===== src/rtl/regfile_if.sv =====
// regfile_if: decoder and ROB-side signals of the register file
interface regfile_if;
  logic        in_rdy;
  logic        in_flush_enable;
  logic [4:0]  in_decoder_rs;
  logic [4:0]  in_decoder_rt;
  logic [31:0] out_decoder_rs_value;
  logic [31:0] out_decoder_rt_value;
  logic        out_decoder_rs_busy;
  logic        out_decoder_rt_busy;
  logic [3:0]  out_decoder_rs_reorder;
  logic [3:0]  out_decoder_rt_reorder;
  logic        in_decoder_rename_enable;
  logic [4:0]  in_decoder_rename_rd;
  logic [3:0]  in_decoder_rename_reorder;
  logic        in_rob_commit_enable;
  logic [4:0]  in_rob_commit_rd;
  logic [31:0] in_rob_commit_value;
  logic [3:0]  in_rob_commit_reorder;
  modport slave (
    input  in_rdy, in_flush_enable, in_decoder_rs, in_decoder_rt,
    input  in_decoder_rename_enable, in_decoder_rename_rd, in_decoder_rename_reorder,
    input  in_rob_commit_enable, in_rob_commit_rd, in_rob_commit_value, in_rob_commit_reorder,
    output out_decoder_rs_value, out_decoder_rt_value, out_decoder_rs_busy, out_decoder_rt_busy,
    output out_decoder_rs_reorder, out_decoder_rt_reorder
  );
  modport master (
    output in_rdy, in_flush_enable, in_decoder_rs, in_decoder_rt,
    output in_decoder_rename_enable, in_decoder_rename_rd, in_decoder_rename_reorder,
    output in_rob_commit_enable, in_rob_commit_rd, in_rob_commit_value, in_rob_commit_reorder,
    input  out_decoder_rs_value, out_decoder_rt_value, out_decoder_rs_busy, out_decoder_rt_busy,
    input  out_decoder_rs_reorder, out_decoder_rt_reorder
  );
endinterface


===== src/rtl/regfile.sv =====
// regfile: architectural registers with rename tags and same-cycle commit bypass
module regfile #(
  parameter int REG_NUM  = 32,
  parameter int TAG_BITS = 4
) (
  input logic in_clk,
  input logic in_rst,
  regfile_if.slave bus
);
  logic [31:0]         value [REG_NUM];
  logic [TAG_BITS-1:0] tag [REG_NUM];
  logic                rs_hit, rt_hit;
  logic [TAG_BITS-1:0] rs_tag, rt_tag;
  // operand lookup; a matching commit this cycle clears the dependency and supplies its value
  always_comb begin
    rs_hit = bus.in_rob_commit_enable && bus.in_rob_commit_rd == bus.in_decoder_rs &&
             bus.in_decoder_rs != 5'd0 && bus.in_rob_commit_reorder == tag[bus.in_decoder_rs];
    rt_hit = bus.in_rob_commit_enable && bus.in_rob_commit_rd == bus.in_decoder_rt &&
             bus.in_decoder_rt != 5'd0 && bus.in_rob_commit_reorder == tag[bus.in_decoder_rt];
    rs_tag = (bus.in_decoder_rs == 5'd0 || rs_hit) ? '0 : tag[bus.in_decoder_rs];
    rt_tag = (bus.in_decoder_rt == 5'd0 || rt_hit) ? '0 : tag[bus.in_decoder_rt];
    bus.out_decoder_rs_value   = bus.in_decoder_rs == 5'd0 ? 32'd0 :
                                 rs_hit ? bus.in_rob_commit_value : value[bus.in_decoder_rs];
    bus.out_decoder_rt_value   = bus.in_decoder_rt == 5'd0 ? 32'd0 :
                                 rt_hit ? bus.in_rob_commit_value : value[bus.in_decoder_rt];
    bus.out_decoder_rs_busy    = |rs_tag;
    bus.out_decoder_rt_busy    = |rt_tag;
    bus.out_decoder_rs_reorder = rs_tag;
    bus.out_decoder_rt_reorder = rt_tag;
  end
  // commit writes the value and retires a matching tag; rename then overrides; flush clears every tag
  always_ff @(posedge in_clk) begin
    if (in_rst) begin
      for (int i = 0; i < REG_NUM; i++) begin
        value[i] <= '0;
        tag[i]   <= '0;
      end
    end else if (bus.in_rdy) begin
      for (int i = 1; i < REG_NUM; i++) begin
        if (bus.in_rob_commit_enable && bus.in_rob_commit_rd == 5'(i)) begin
          value[i] <= bus.in_rob_commit_value;
          if (tag[i] == bus.in_rob_commit_reorder) tag[i] <= '0;
        end
        if (bus.in_decoder_rename_enable && bus.in_decoder_rename_rd == 5'(i) && !bus.in_flush_enable)
          tag[i] <= bus.in_decoder_rename_reorder;
        if (bus.in_flush_enable) tag[i] <= '0;
      end
    end
  end
endmodule


===== src/flat_wrapper.sv =====
// flat-port wrapper written by rule: the top's interface ports become plain ports
module regfile_flat 
#(
  parameter int REG_NUM  = 32,
  parameter int TAG_BITS = 4
)
  (in_clk, in_rst, bus_in_rdy, bus_in_flush_enable, bus_in_decoder_rs, bus_in_decoder_rt, bus_in_decoder_rename_enable, bus_in_decoder_rename_rd, bus_in_decoder_rename_reorder, bus_in_rob_commit_enable, bus_in_rob_commit_rd, bus_in_rob_commit_value, bus_in_rob_commit_reorder, bus_out_decoder_rs_value, bus_out_decoder_rt_value, bus_out_decoder_rs_busy, bus_out_decoder_rt_busy, bus_out_decoder_rs_reorder, bus_out_decoder_rt_reorder);
  regfile_if bus_i ();
  input logic in_clk;
  input logic in_rst;
  input wire logic [$bits(bus_i.in_rdy)-1:0] bus_in_rdy;
  input wire logic [$bits(bus_i.in_flush_enable)-1:0] bus_in_flush_enable;
  input wire logic [$bits(bus_i.in_decoder_rs)-1:0] bus_in_decoder_rs;
  input wire logic [$bits(bus_i.in_decoder_rt)-1:0] bus_in_decoder_rt;
  input wire logic [$bits(bus_i.in_decoder_rename_enable)-1:0] bus_in_decoder_rename_enable;
  input wire logic [$bits(bus_i.in_decoder_rename_rd)-1:0] bus_in_decoder_rename_rd;
  input wire logic [$bits(bus_i.in_decoder_rename_reorder)-1:0] bus_in_decoder_rename_reorder;
  input wire logic [$bits(bus_i.in_rob_commit_enable)-1:0] bus_in_rob_commit_enable;
  input wire logic [$bits(bus_i.in_rob_commit_rd)-1:0] bus_in_rob_commit_rd;
  input wire logic [$bits(bus_i.in_rob_commit_value)-1:0] bus_in_rob_commit_value;
  input wire logic [$bits(bus_i.in_rob_commit_reorder)-1:0] bus_in_rob_commit_reorder;
  output wire logic [$bits(bus_i.out_decoder_rs_value)-1:0] bus_out_decoder_rs_value;
  output wire logic [$bits(bus_i.out_decoder_rt_value)-1:0] bus_out_decoder_rt_value;
  output wire logic [$bits(bus_i.out_decoder_rs_busy)-1:0] bus_out_decoder_rs_busy;
  output wire logic [$bits(bus_i.out_decoder_rt_busy)-1:0] bus_out_decoder_rt_busy;
  output wire logic [$bits(bus_i.out_decoder_rs_reorder)-1:0] bus_out_decoder_rs_reorder;
  output wire logic [$bits(bus_i.out_decoder_rt_reorder)-1:0] bus_out_decoder_rt_reorder;
  assign bus_i.in_rdy = bus_in_rdy;
  assign bus_i.in_flush_enable = bus_in_flush_enable;
  assign bus_i.in_decoder_rs = bus_in_decoder_rs;
  assign bus_i.in_decoder_rt = bus_in_decoder_rt;
  assign bus_i.in_decoder_rename_enable = bus_in_decoder_rename_enable;
  assign bus_i.in_decoder_rename_rd = bus_in_decoder_rename_rd;
  assign bus_i.in_decoder_rename_reorder = bus_in_decoder_rename_reorder;
  assign bus_i.in_rob_commit_enable = bus_in_rob_commit_enable;
  assign bus_i.in_rob_commit_rd = bus_in_rob_commit_rd;
  assign bus_i.in_rob_commit_value = bus_in_rob_commit_value;
  assign bus_i.in_rob_commit_reorder = bus_in_rob_commit_reorder;
  assign bus_out_decoder_rs_value = bus_i.out_decoder_rs_value;
  assign bus_out_decoder_rt_value = bus_i.out_decoder_rt_value;
  assign bus_out_decoder_rs_busy = bus_i.out_decoder_rs_busy;
  assign bus_out_decoder_rt_busy = bus_i.out_decoder_rt_busy;
  assign bus_out_decoder_rs_reorder = bus_i.out_decoder_rs_reorder;
  assign bus_out_decoder_rt_reorder = bus_i.out_decoder_rt_reorder;
  regfile #(.REG_NUM(REG_NUM), .TAG_BITS(TAG_BITS)) u_core (.in_clk(in_clk), .in_rst(in_rst), .bus(bus_i));
endmodule

===== config.mk =====
export PLATFORM = sky130hd
export DESIGN_NAME = regfile_flat
export DESIGN_NICKNAME = d
export VERILOG_FILES = /design/src/rtl/regfile_if.sv /design/src/rtl/regfile.sv /design/src/flat_wrapper.sv
export SDC_FILE = /design/constraint.sdc
export NUM_CORES = 2
export LEC_CHECK = 0
export BUFFER_PORTS_ARGS = -buffer_cell sky130_fd_sc_hd__buf_2
export CAP_MARGIN = 15
export CORE_MARGIN = 1
export CORE_UTILIZATION = 30
export CTS_CLUSTER_DIAMETER = 40
export CTS_CLUSTER_SIZE = 14
export DETAILED_ROUTE_END_ITERATION = 12
export GPL_TIMING_DRIVEN = 0
export PLACE_DENSITY_LB_ADDON = 0.12
export SYNTH_ARGS = -nofsm -noshare
export SYNTH_HDL_FRONTEND = slang
export SYNTH_SLANG_ARGS = --single-unit

===== constraint.sdc =====
create_clock -name in_clk -period 9.5 [get_ports in_clk]
set_input_delay 1.425 -clock in_clk [delete_from_list [all_inputs] [get_ports in_clk]]
set_output_delay 1.425 -clock in_clk [all_outputs]
set_load 0.1 [all_outputs]

==> impl_metrics.tcl <==
set metrics [dict create \
    outcome "finished, final reports clean" \
    r2r_cells 3 \
    grt_max_degree 33 \
    rows 162 \
    yosys.area.top_type "edfxtp_1" \
    grt_overflow 0 \
    met1_usage_pct 34.5 \
    post-dp-hpwl_um 184000 \
    place_area_mm2 0.0640 \
    coreArea_mm2 0.195 \
    wire_per_inst_um 36.9 \
    synth_cells 3610 \
    max_freq_ghz 0.134 \
    fp.dieH_um 444 \
    grtUsageTotal_pct 25.4 \
    skew_ns 0.0436 \
    worstSetupEndpoint "bus_out_decoder_rt_value[29]" \
    nNetsFinal 4081 \
    ys_ff_latch 1116 \
    vias 37800 \
    ir_drop_mv 0.208 \
    ys.flop_type "edfxtp_1" \
    io_buffers 122 \
    ys_types 57 \
    rsz0062_at_grt "false" \
    finalMaxSlewViolations 0 \
    cp.required_ns 8.08 \
    busiest_layer "met2" \
    cts.sinks 1116 \
    syn_to_final_growth_pct 21.8 \
    drc 0 \
    grt_pass1_vias 38100 \
    syn_nets 3676 \
    cp_max_fo 10 \
    routabilityCongestion 0.897 \
    clockBufferDepth 3 \
    cts_inserted_buffers 219 \
    r2r-start "u_core.tag[11][2]" \
    crit_type "input pin to output pin" \
    crit_path_start_kind "input pin" \
    fin_crit_sh_pct 78.8 \
    clk_latency_ns 0.86 \
    die_w_um 444 \
    grt_pass1_wl_um 337000 \
    hold_class "flop to flop" \
    grtUsageMet3_pct 4.12 \
    start_util_pct 30.2 \
    period_needed_ns 7.49 \
    die_area_mm2 0.198 \
    endpoint_kind "output pin" \
    dr.pass1.iters 5 \
    io_pins 140 \
    nFillCells 18400 \
    ctsHoldBuffers 0 \
    grt_antenna_before_repair 13 \
    cts_resized 0 \
    synth_top_cell_area_share_pct 57.1 \
    post_cts_buffers 0 \
    path_depth 11 \
    yosysSeqAreaShare_pct 57.1 \
    path_clk_slew_ns 0.05 \
    reg2reg_slack_ns 7.60 \
    synth_area_mm2 0.0587 \
    slowest_delay_ns 0.74 \
    wl_um 252000 \
    synth_area_per_cell_um2 16.3 \
    initialDrtViolationCount 4449 \
    cap_violations 0 \
    rr_endpoint "u_core.tag[11][0]" \
    ant_nets 0 \
    startpoint "bus_in_decoder_rt[0]" \
    fin_util_pct 36.7 \
    ys_async_sr_fraction_pct 0 \
    power.density_mw_per_mm2 227 \
    drive_gt1_share_pct 36.3 \
    yosys_warnings 0 \
    hold_viol 0 \
    cts-root-buf "clkbuf_16" \
    worst_pin_slew_ns 1.29 \
    via_per_inst 5.54 \
    setup_viol 0 \
    path_cells "buf_4 > buf_4 > clkbuf_1 > buf_2 > a311o_1 > nand4_1 > xor2_1 > nand4_4 > buf_6 > mux2_4 > buf_2" \
    finalSetupTns_ns 0 \
    cts_tree "done" \
    crit_buf_inv 6 \
    htree_num_levels 4 \
    grt_use_met2_pct 40.3 \
    synth_edf_count 1116 \
    path_delay_family "buffers and inverters" \
    slew-limit-headroom_pct 14.1 \
    synth_area_leaders "edfxtp_1, mux4_2, nor2_1" \
    slowest_stage "clkbuf_1" \
    arrival_ns 6.06 \
    postLayoutCellArea_mm2 0.0716 \
    min_from "u_core.tag[11][0]" \
    leakage_nw 23.9 \
]
final cells by class:
| class | count | area [um^2] | share of cell area, % |
|---|---|---|---|
| clock buffers | 246 | 5620 | 7.86 |
| clock inverters | 159 | 1880 | 2.62 |
| diodes | 4 | 10.0 | 0.0140 |
| flip-flops and latches | 1116 | 33500 | 46.8 |
| repair buffers | 184 | 1830 | 2.56 |
| multi-input cells | 2094 | 23600 | 33.0 |
| plain buffers | 361 | 1650 | 2.31 |
| inverters | 39 | 146 | 0.205 |
| well taps | 2624 | 3280 | 4.59 |
cell usage after synthesis (35+ instances only):
cell      number
a22o_1        64
inv_1         39
mux2_2       177
mux2i_1       44
buf_2         91
nor2_1       594
nand2_1       35
clkbuf_1     185
nand2b_1      58
and2_1       125
edfxtp_1    1116
xnor2_1      124
buf_1         53
mux4_2       615
tightest hold or removal path: stages, from the launching register on:
cell and delay, ns:
edfxtp_1 0.41, xnor2_1 0.10, nand3_1 0.09, o41ai_1 0.14
worst min path at each step:
stage,cells past startpoint,end
CTS,3,u_core.tag[11][3]
floorplan,3,u_core.tag[11][0]
detailed placement,3,u_core.tag[11][0]
global placement,3,u_core.tag[11][0]
finish,3,u_core.tag[11][3]
global route,3,u_core.tag[11][3]
logic make-up (layout without fill, tap and decap cells):
kind of cell	Yosys count	in the layout	share of synthesized area, %
AO/OA/AOI/OAI	138	138	1.99
buffers and inverters	400	989	3.03
XOR/XNOR	139	139	2.07
multiplexers	861	861	28.4
other	0	4	0
AND/OR/NAND/NOR	956	956	7.48
flip-flops	1116	1116	57.1
state kept, by name, indices dropped and copies added (netlist names):
register	cells
u_core.tag	124
u_core.value	992
report_power, final:
| part | leakage (nW) | switching (mW) | internal [mW] | total [mW] |
|---|---|---|---|---|
| clock network | 3.57 | 2.83 | 5.08 | 7.91 |
| logic | 9.61 | 1.53 | 0.862 | 2.39 |
| registers | 10.8 | 0.181 | 5.78 | 5.96 |
cells in the final DEF, fill, tap and decap left out, drive strengths merged, types with 58 or more instances in the layout:
cell and count:
mux4 615, clkinv 73, mux2 201, edfxtp 1116
a22o 64, xnor2 124, inv 63, nor2 594
and2 126, nand2b 58, buf 360, clkbuf 431
metal layers:
metal  up-vias  part of all wire (%)
met4         6                   4.3
met3       378                   6.3
met2      1663                    47
met5         -                 0.015
met1     20500                    43
li1      15300                     -
stage by stage:
stage               cells  hold slack [ns]  power, mW  setup WS, ns
detailed placement   6416            0.918       8.45          1.96
finish               6827            0.920       16.3          2.01
global placement     6356            0.917       8.40          1.37
floorplan            3610            0.777       7.54          1.86
global route         6823            0.956       16.6          1.92
CTS                  6821            0.910       16.3          1.97
No activity file was read; power rests on OpenSTA's default activity.
